[src/rtl/swo_byte_arbiter_pkg.sv]
// Shared types and source identifiers for the SWO byte arbiter.
package swo_arb_pkg;

    localparam logic SRC_MANCH = 1'b0;
    localparam logic SRC_UART  = 1'b1;

    typedef logic       src_id_t;
    typedef logic [7:0] byte_t;

endpackage

[src/rtl/swo_byte_arbiter_fifo.sv]
// Per-source front end: toggle detection, enable flush, byte FIFO and a
// saturating counter of bytes dropped because the FIFO was full.
module toggle_byte_fifo
    import swo_arb_pkg::*;
#(
    parameter int FIFO_DEPTH = 4,
    parameter int OVF_W      = 8
) (
    input  logic             clk,
    input  logic             rst,
    input  logic             enable,
    input  logic             avail,
    input  byte_t            src_byte,
    input  logic             pop,
    input  logic             clr_ovf,
    output logic             empty,
    output byte_t            head,
    output logic [OVF_W-1:0] ovf_cnt
);

    localparam int AW = $clog2(FIFO_DEPTH);

    logic          prev_avail;
    logic          armed;
    logic [AW:0]   wr_ptr;
    logic [AW:0]   rd_ptr;
    byte_t         mem [FIFO_DEPTH];
    logic          full;
    logic          toggle;
    logic          do_push;
    logic          do_drop;
    logic          do_pop;

    assign empty   = (wr_ptr == rd_ptr);
    assign full    = (wr_ptr[AW] != rd_ptr[AW]) && (wr_ptr[AW-1:0] == rd_ptr[AW-1:0]);
    assign toggle  = armed && (avail != prev_avail) && enable;
    assign do_push = toggle && !full;
    assign do_drop = toggle && full;
    assign do_pop  = pop && !empty;
    assign head    = mem[rd_ptr[AW-1:0]];

    // The first edge after reset only captures the avail level, so a line
    // already high at reset release is not mistaken for a toggle.
    always_ff @(posedge clk or posedge rst) begin
        if (rst) begin
            prev_avail <= 1'b0;
            armed      <= 1'b0;
            wr_ptr     <= '0;
            rd_ptr     <= '0;
        end else begin
            prev_avail <= avail;
            armed      <= 1'b1;
            if (!enable) begin
                rd_ptr <= wr_ptr;
            end else begin
                if (do_push) wr_ptr <= wr_ptr + 1'b1;
                if (do_pop)  rd_ptr <= rd_ptr + 1'b1;
            end
        end
    end

    always_ff @(posedge clk) begin
        if (do_push) mem[wr_ptr[AW-1:0]] <= src_byte;
    end

    always_ff @(posedge clk or posedge rst) begin
        if (rst) begin
            ovf_cnt <= '0;
        end else if (clr_ovf) begin
            ovf_cnt <= '0;
        end else if (do_drop && (ovf_cnt != {OVF_W{1'b1}})) begin
            ovf_cnt <= ovf_cnt + 1'b1;
        end
    end

endmodule

[src/rtl/swo_byte_arbiter.sv]
// Merges the Manchester and UART SWO byte streams into one registered
// valid/ready byte output with round-robin arbitration between the sources.
module swo_byte_arbiter
    import swo_arb_pkg::*;
#(
    parameter int FIFO_DEPTH = 4,
    parameter int OVF_W      = 8
) (
    input  logic             clk,
    input  logic             rst,
    input  logic [1:0]       enable,
    input  logic             src0_avail,
    input  logic [7:0]       src0_byte,
    input  logic             src1_avail,
    input  logic [7:0]       src1_byte,
    input  logic             out_ready,
    output logic             out_valid,
    output logic [7:0]       out_byte,
    output logic             out_src,
    input  logic             clr_ovf,
    output logic [OVF_W-1:0] ovf0_cnt,
    output logic [OVF_W-1:0] ovf1_cnt,
    output logic             busy
);

    logic    empty0, empty1;
    byte_t   head0, head1;
    logic    pop0, pop1;
    logic    load;
    src_id_t winner;
    src_id_t last_grant;

    toggle_byte_fifo #(.FIFO_DEPTH(FIFO_DEPTH), .OVF_W(OVF_W)) u_src0 (
        .clk      (clk),
        .rst      (rst),
        .enable   (enable[0]),
        .avail    (src0_avail),
        .src_byte (src0_byte),
        .pop      (pop0),
        .clr_ovf  (clr_ovf),
        .empty    (empty0),
        .head     (head0),
        .ovf_cnt  (ovf0_cnt)
    );

    toggle_byte_fifo #(.FIFO_DEPTH(FIFO_DEPTH), .OVF_W(OVF_W)) u_src1 (
        .clk      (clk),
        .rst      (rst),
        .enable   (enable[1]),
        .avail    (src1_avail),
        .src_byte (src1_byte),
        .pop      (pop1),
        .clr_ovf  (clr_ovf),
        .empty    (empty1),
        .head     (head1),
        .ovf_cnt  (ovf1_cnt)
    );

    always_comb begin
        winner = SRC_UART;
        if (!empty0 && !empty1) begin
            winner = ~last_grant;
        end else if (!empty0) begin
            winner = SRC_MANCH;
        end
    end

    assign load = (!out_valid || out_ready) && (!empty0 || !empty1);
    assign pop0 = load && (winner == SRC_MANCH);
    assign pop1 = load && (winner == SRC_UART);
    assign busy = !empty0 || !empty1 || out_valid;

    // last_grant resets to the UART source so the Manchester source wins
    // the first contested slot.
    always_ff @(posedge clk or posedge rst) begin
        if (rst) begin
            out_valid  <= 1'b0;
            out_byte   <= '0;
            out_src    <= SRC_MANCH;
            last_grant <= SRC_UART;
        end else if (load) begin
            out_valid  <= 1'b1;
            out_byte   <= (winner == SRC_UART) ? head1 : head0;
            out_src    <= winner;
            last_grant <= winner;
        end else if (out_ready) begin
            out_valid  <= 1'b0;
        end
    end

endmodule

[config.mk]
export PLATFORM = sky130hd
export DESIGN_NAME = swo_byte_arbiter
export DESIGN_NICKNAME = d
export VERILOG_FILES = /design/src/rtl/swo_byte_arbiter_pkg.sv /design/src/rtl/swo_byte_arbiter_fifo.sv /design/src/rtl/swo_byte_arbiter.sv
export SDC_FILE = /design/constraint.sdc
export NUM_CORES = 1
export LEC_CHECK = 0
export BUFFER_PORTS_ARGS = -buffer_cell sky130_fd_sc_hd__buf_2
export CAP_MARGIN = 10
export CELL_PAD_IN_SITES_DETAIL_PLACEMENT = 1
export CELL_PAD_IN_SITES_GLOBAL_PLACEMENT = 1
export CORE_UTILIZATION = 46
export CTS_BUF_LIST = sky130_fd_sc_hd__clkbuf_8
export CTS_CLUSTER_SIZE = 14
export DETAILED_ROUTE_END_ITERATION = 6
export GPL_TIMING_DRIVEN = 0
export PLACE_DENSITY_LB_ADDON = 0.1
export SLEW_MARGIN = 10
export SYNTH_ARGS = -nofsm -noshare
export SYNTH_HDL_FRONTEND = slang
export SYNTH_HIERARCHICAL = 1
export SYNTH_SLANG_ARGS = --single-unit
export TNS_END_PERCENT = 30
[constraint.sdc]
create_clock -name clk -period 2.1 [get_ports clk]
set_clock_uncertainty 0.1 [all_clocks]
set_input_delay 0.105 -clock clk [delete_from_list [all_inputs] [get_ports clk]]
set_output_delay 0.105 -clock clk [all_outputs]
set_load 0.005 [all_outputs]
==> summary.txt <==
Status
  – Status: completed

Routing
  – Number of DRC violations after detailed routing: 0
  – Wire per inst: 19.1 um
  – Number of search-and-repair iterations in the first detailed-routing pass: 4
  – ANT nets after route: 0
  – Vias: 2,925
  – Avg Vias per Cell: 5.42
  – Total routed wirelength: 10.3 mm
  – First DRT Iteration DRCs: 90

Layout
  – Finished layout cell area: 0.00586 mm^2
  – Nets: 439
  – Storage element area: 0.00300 mm^2
  – Antenna fix cells: 0
  – Syn-to-layout area delta: 22.6%
  – Footprint of the multi-input gates: 0.00176 mm^2
  – Final core occ: 59.1%
  – Share of final-layout standard cells stronger than drive strength 1: 32.7%
  – Most common library cell in the layout ignoring fill and taps: edfxtp_1
  – Count of filler cells inserted in the layout: 966
  – Highest-count cells in the layout ignoring fill and taps: edfxtp_1, buf_2, dfrtp_1

Synth
  – Post-Syn Area: 0.00478 mm^2
  – Register bit total from synthesis: 107
  – Cell variety after synth: 51
  – Leading register cell type out of synthesis: edfxtp_1
  – Top cells by area, synth: edfxtp_1, dfrtp_1, mux4_1
  – Proportion of synthesized flip-flops having asynchronous set or reset: 40.2%
  – Synth Net Count: 348
  – Yosys warnings: 6
  – Portion of the post-synthesis area used by sequential elements: 62.8%
  – EDFF count, synth: 64
  – Cell count after synthesis: 312
  – Dominant cell type by area after synthesis: edfxtp_1
  – Synth Area per Inst: 15.3 um^2
  – Synth top area share: 40.2%

Clock tree
  – Number of levels the H-tree was split into: 3
  – Clk sink count: 107
  – TritonCTS buffer count: 9
  – Root buffer selected by CTS: clkbuf_8
  – Clock edge transition at the registers on the reported setup and hold paths: 0.10 ns
  – Clock tree from TritonCTS: done
  – Clock latency reported for the late side of the worst-skew pair: 0.37 ns
  – Buffer levels on the longest clock path: 2

Global route
  – Maximum number of pins on one net before global-route repair: 17
  – Number of global-route vias before repair: 3,192
  – GRT Residual Overflow: 0
  – First-pass GRT wire length: 16.7 mm
  – Antenna violations before repair: 0
  – Overall track demand over capacity in global routing: 20.4%

Floorplan
  – Die Y-Extent: 104 um
  – Area of the die: 0.0108 mm^2
  – Chip Width: 104 um
  – Area of the core: 0.00991 mm^2
  – # rows: 36
  – I/O pin count: 51
  – Initial Utilization: 48.2%

Place
  – Final Wtd Congestion: 0.743
  – Placed wire-length estimate after detailed placement: 6.65 mm
  – Post-detailed-placement cell area: 0.00519 mm^2
  – Quantity of I/O buffers inserted on ports: 47

Min path
  – Worst hold stages: 2
  – Min-Delay Path Class: primary input to flop

Worst setup path
  – Slowest library cell on the worst path: dfrtp_1
  – Number of cells on the critical path: 7
  – Arr. time, crit path: 2.28 ns
  – CP Buf/Inv Count: 2
  – Kind of cell with the highest combined delay on the critical path: simple AND/OR/NAND/NOR gates
  – CP Max Fanout: 10
  – Cells traversed along the worst timing path: buf_8 -> xnor2_4 -> nand3_2 -> or3_4 -> buf_6 -> or3_1 -> a21oi_1
  – Crit. End Element: flop
  – Type of the worst setup path: flop to flop
  – Maximum single-stage delay on the critical path: 0.42 ns
  – Worst setup SP type: flop
  – Worst Path Required: 2.29 ns
  – R2R depth: 7

STA
  – Final worst-path cycle share: 99.4%
  – Setup-violating endpoint count in the final report: 0
  – Time the final worst path needs with I/O delays and setup: 2.09 ns
  – Worst slew slack as a fraction of its limit: 57.9%
  – Number of failing hold endpoints at the final stage: 0
  – Count of final max-slew check failures: 0
  – Fmax achieved: 0.479 GHz
  – Actual slew at the worst max-slew pin: 0.630 ns
  – Setup repair after global routing missed its margin: true

Power
  – Power consumption: 6.66 mW
  – Leakage component of the power: 2.32 nW
  – Pwr Density: 1140 mW/mm^2
  – Peak supply drop: 0.462 mV

Flow run
  – Number of maximum-capacitance constraint violations: 0
-- logic make-up after synthesis --
logic type / count (synthesis) / synth area share (%)
adders and majority gates: 12 / 3.14
xor gates and xnor gates: 19 / 3.80
and+or+nand+nor: 73 / 9.56
AOI/OAI and AO/OA: 56 / 8.33
buffers and inverters: 24 / 3.40
muxes: 19 / 8.85
DFF: 107 / 62.8
other: 2 / 0.157
-- registers in the layout, summed over array words and instances, names as in the netlist, 3 cells and up --
signal          cells
out_byte            8
u_src0/ovf_cnt      8
u_src1/mem         32
u_src1/rd_ptr       3
u_src0/rd_ptr       3
u_src0/wr_ptr       3
u_src1/wr_ptr       3
u_src1/ovf_cnt      8
u_src0/mem         32
-- synthesized netlist by cell type (2+ instances only) --
cell and instances:
a21oi_1 15, nor2_1 13, buf_6 5, inv_1 11, nand4_1 3, or4_1 6, xnor2_1 7, nand3_1 9
dfrtp_1 42, conb_1 2, a221o_1 8, o21ai_0 8, mux2_1 2, nor2b_1 3, o31ai_1 7, mux4_1 8
edfxtp_1 64, nor4_4 2, ha_1 12, a21boi_0 7, or3_1 3, mux4_2 8, buf_1 2, nand2_1 12
buf_2 5, nor3_1 2, and2_1 8, o221ai_1 2, or3_2 2, a21o_1 2, xor2_1 10, nand3_2 2
xor2_2 2
-- metrics by stage --
stage	instances	setup TNS [ns]	setup slack, ns	hold WS, ns
CTS	539	0	0.00127	0.0537
global route	540	-2.03	-0.113	0.0764
detailed placement	492	-6.01	-0.421	0.0604
global placement	492	-3.39	-0.344	0.0511
floorplan	312	0	0.0292	-0.143
finish	540	0	0.0129	0.0506
-- worst paths after layout --
| kind | from | end | slack (ns) |
|---|---|---|---|
| min in group asynchronous | rst | out_valid | 0.22 |
| max in group asynchronous | rst | u_src0/rd_ptr[1] | 1.21 |
| min | clr_ovf | u_src0/ovf_cnt[4] | 0.05 |
| max reg2reg | u_src1/rd_ptr[0] | u_src1/ovf_cnt[3] | 0.01 |
| max | u_src1/rd_ptr[0] | u_src1/ovf_cnt[3] | 0.01 |
| min reg2reg | out_src | out_src | 0.39 |
-- final cells by class --
class	instances	share of cell area [%]
Buffer	13	2.52
Clock buffer	9	2.11
Clock inverter	6	1.39
Inverter	11	0.705
Multi-Input combinational cell	181	30.1
Sequential cell	107	51.2
Tap cell	133	2.84
Timing Repair Buffer	80	9.18
-- metal layers --
layer  GRT usage, %  up-vias  wire (um)
li1               -     1363          -
met1           26.6     1489       4540
met2           34.6       61       5270
met3           2.82       12        313
met4           7.96        0        165
met5              0        -          0
-- what timing repair did --
action                                  in CTS  in global routing
buffers inserted                            10                  1
gates resized for setup                     29                 14
endpoints found under the setup margin      90                 88
pin swaps                                    6                  5
hold buffers                                22                  0
endpoints found under the hold margin      115                  0
-- worst reg2reg max path, stage by stage, from the launching register on --
cell and delay, ns:
dfrtp_1 0.42, buf_8 0.17, xnor2_4 0.17, nand3_2 0.11, or3_4 0.37, buf_6 0.16, or3_1 0.34, a21oi_1 0.16
-- where the power goes --
| part | switching (mW) | total, mW | internal [mW] |
|---|---|---|---|
| combinational | 1.29 | 2.51 | 1.22 |
| sequential | 0.266 | 2.81 | 2.55 |
| clock | 0.670 | 1.33 | 0.660 |
Note: power is estimated with default switching activity, not from simulation.
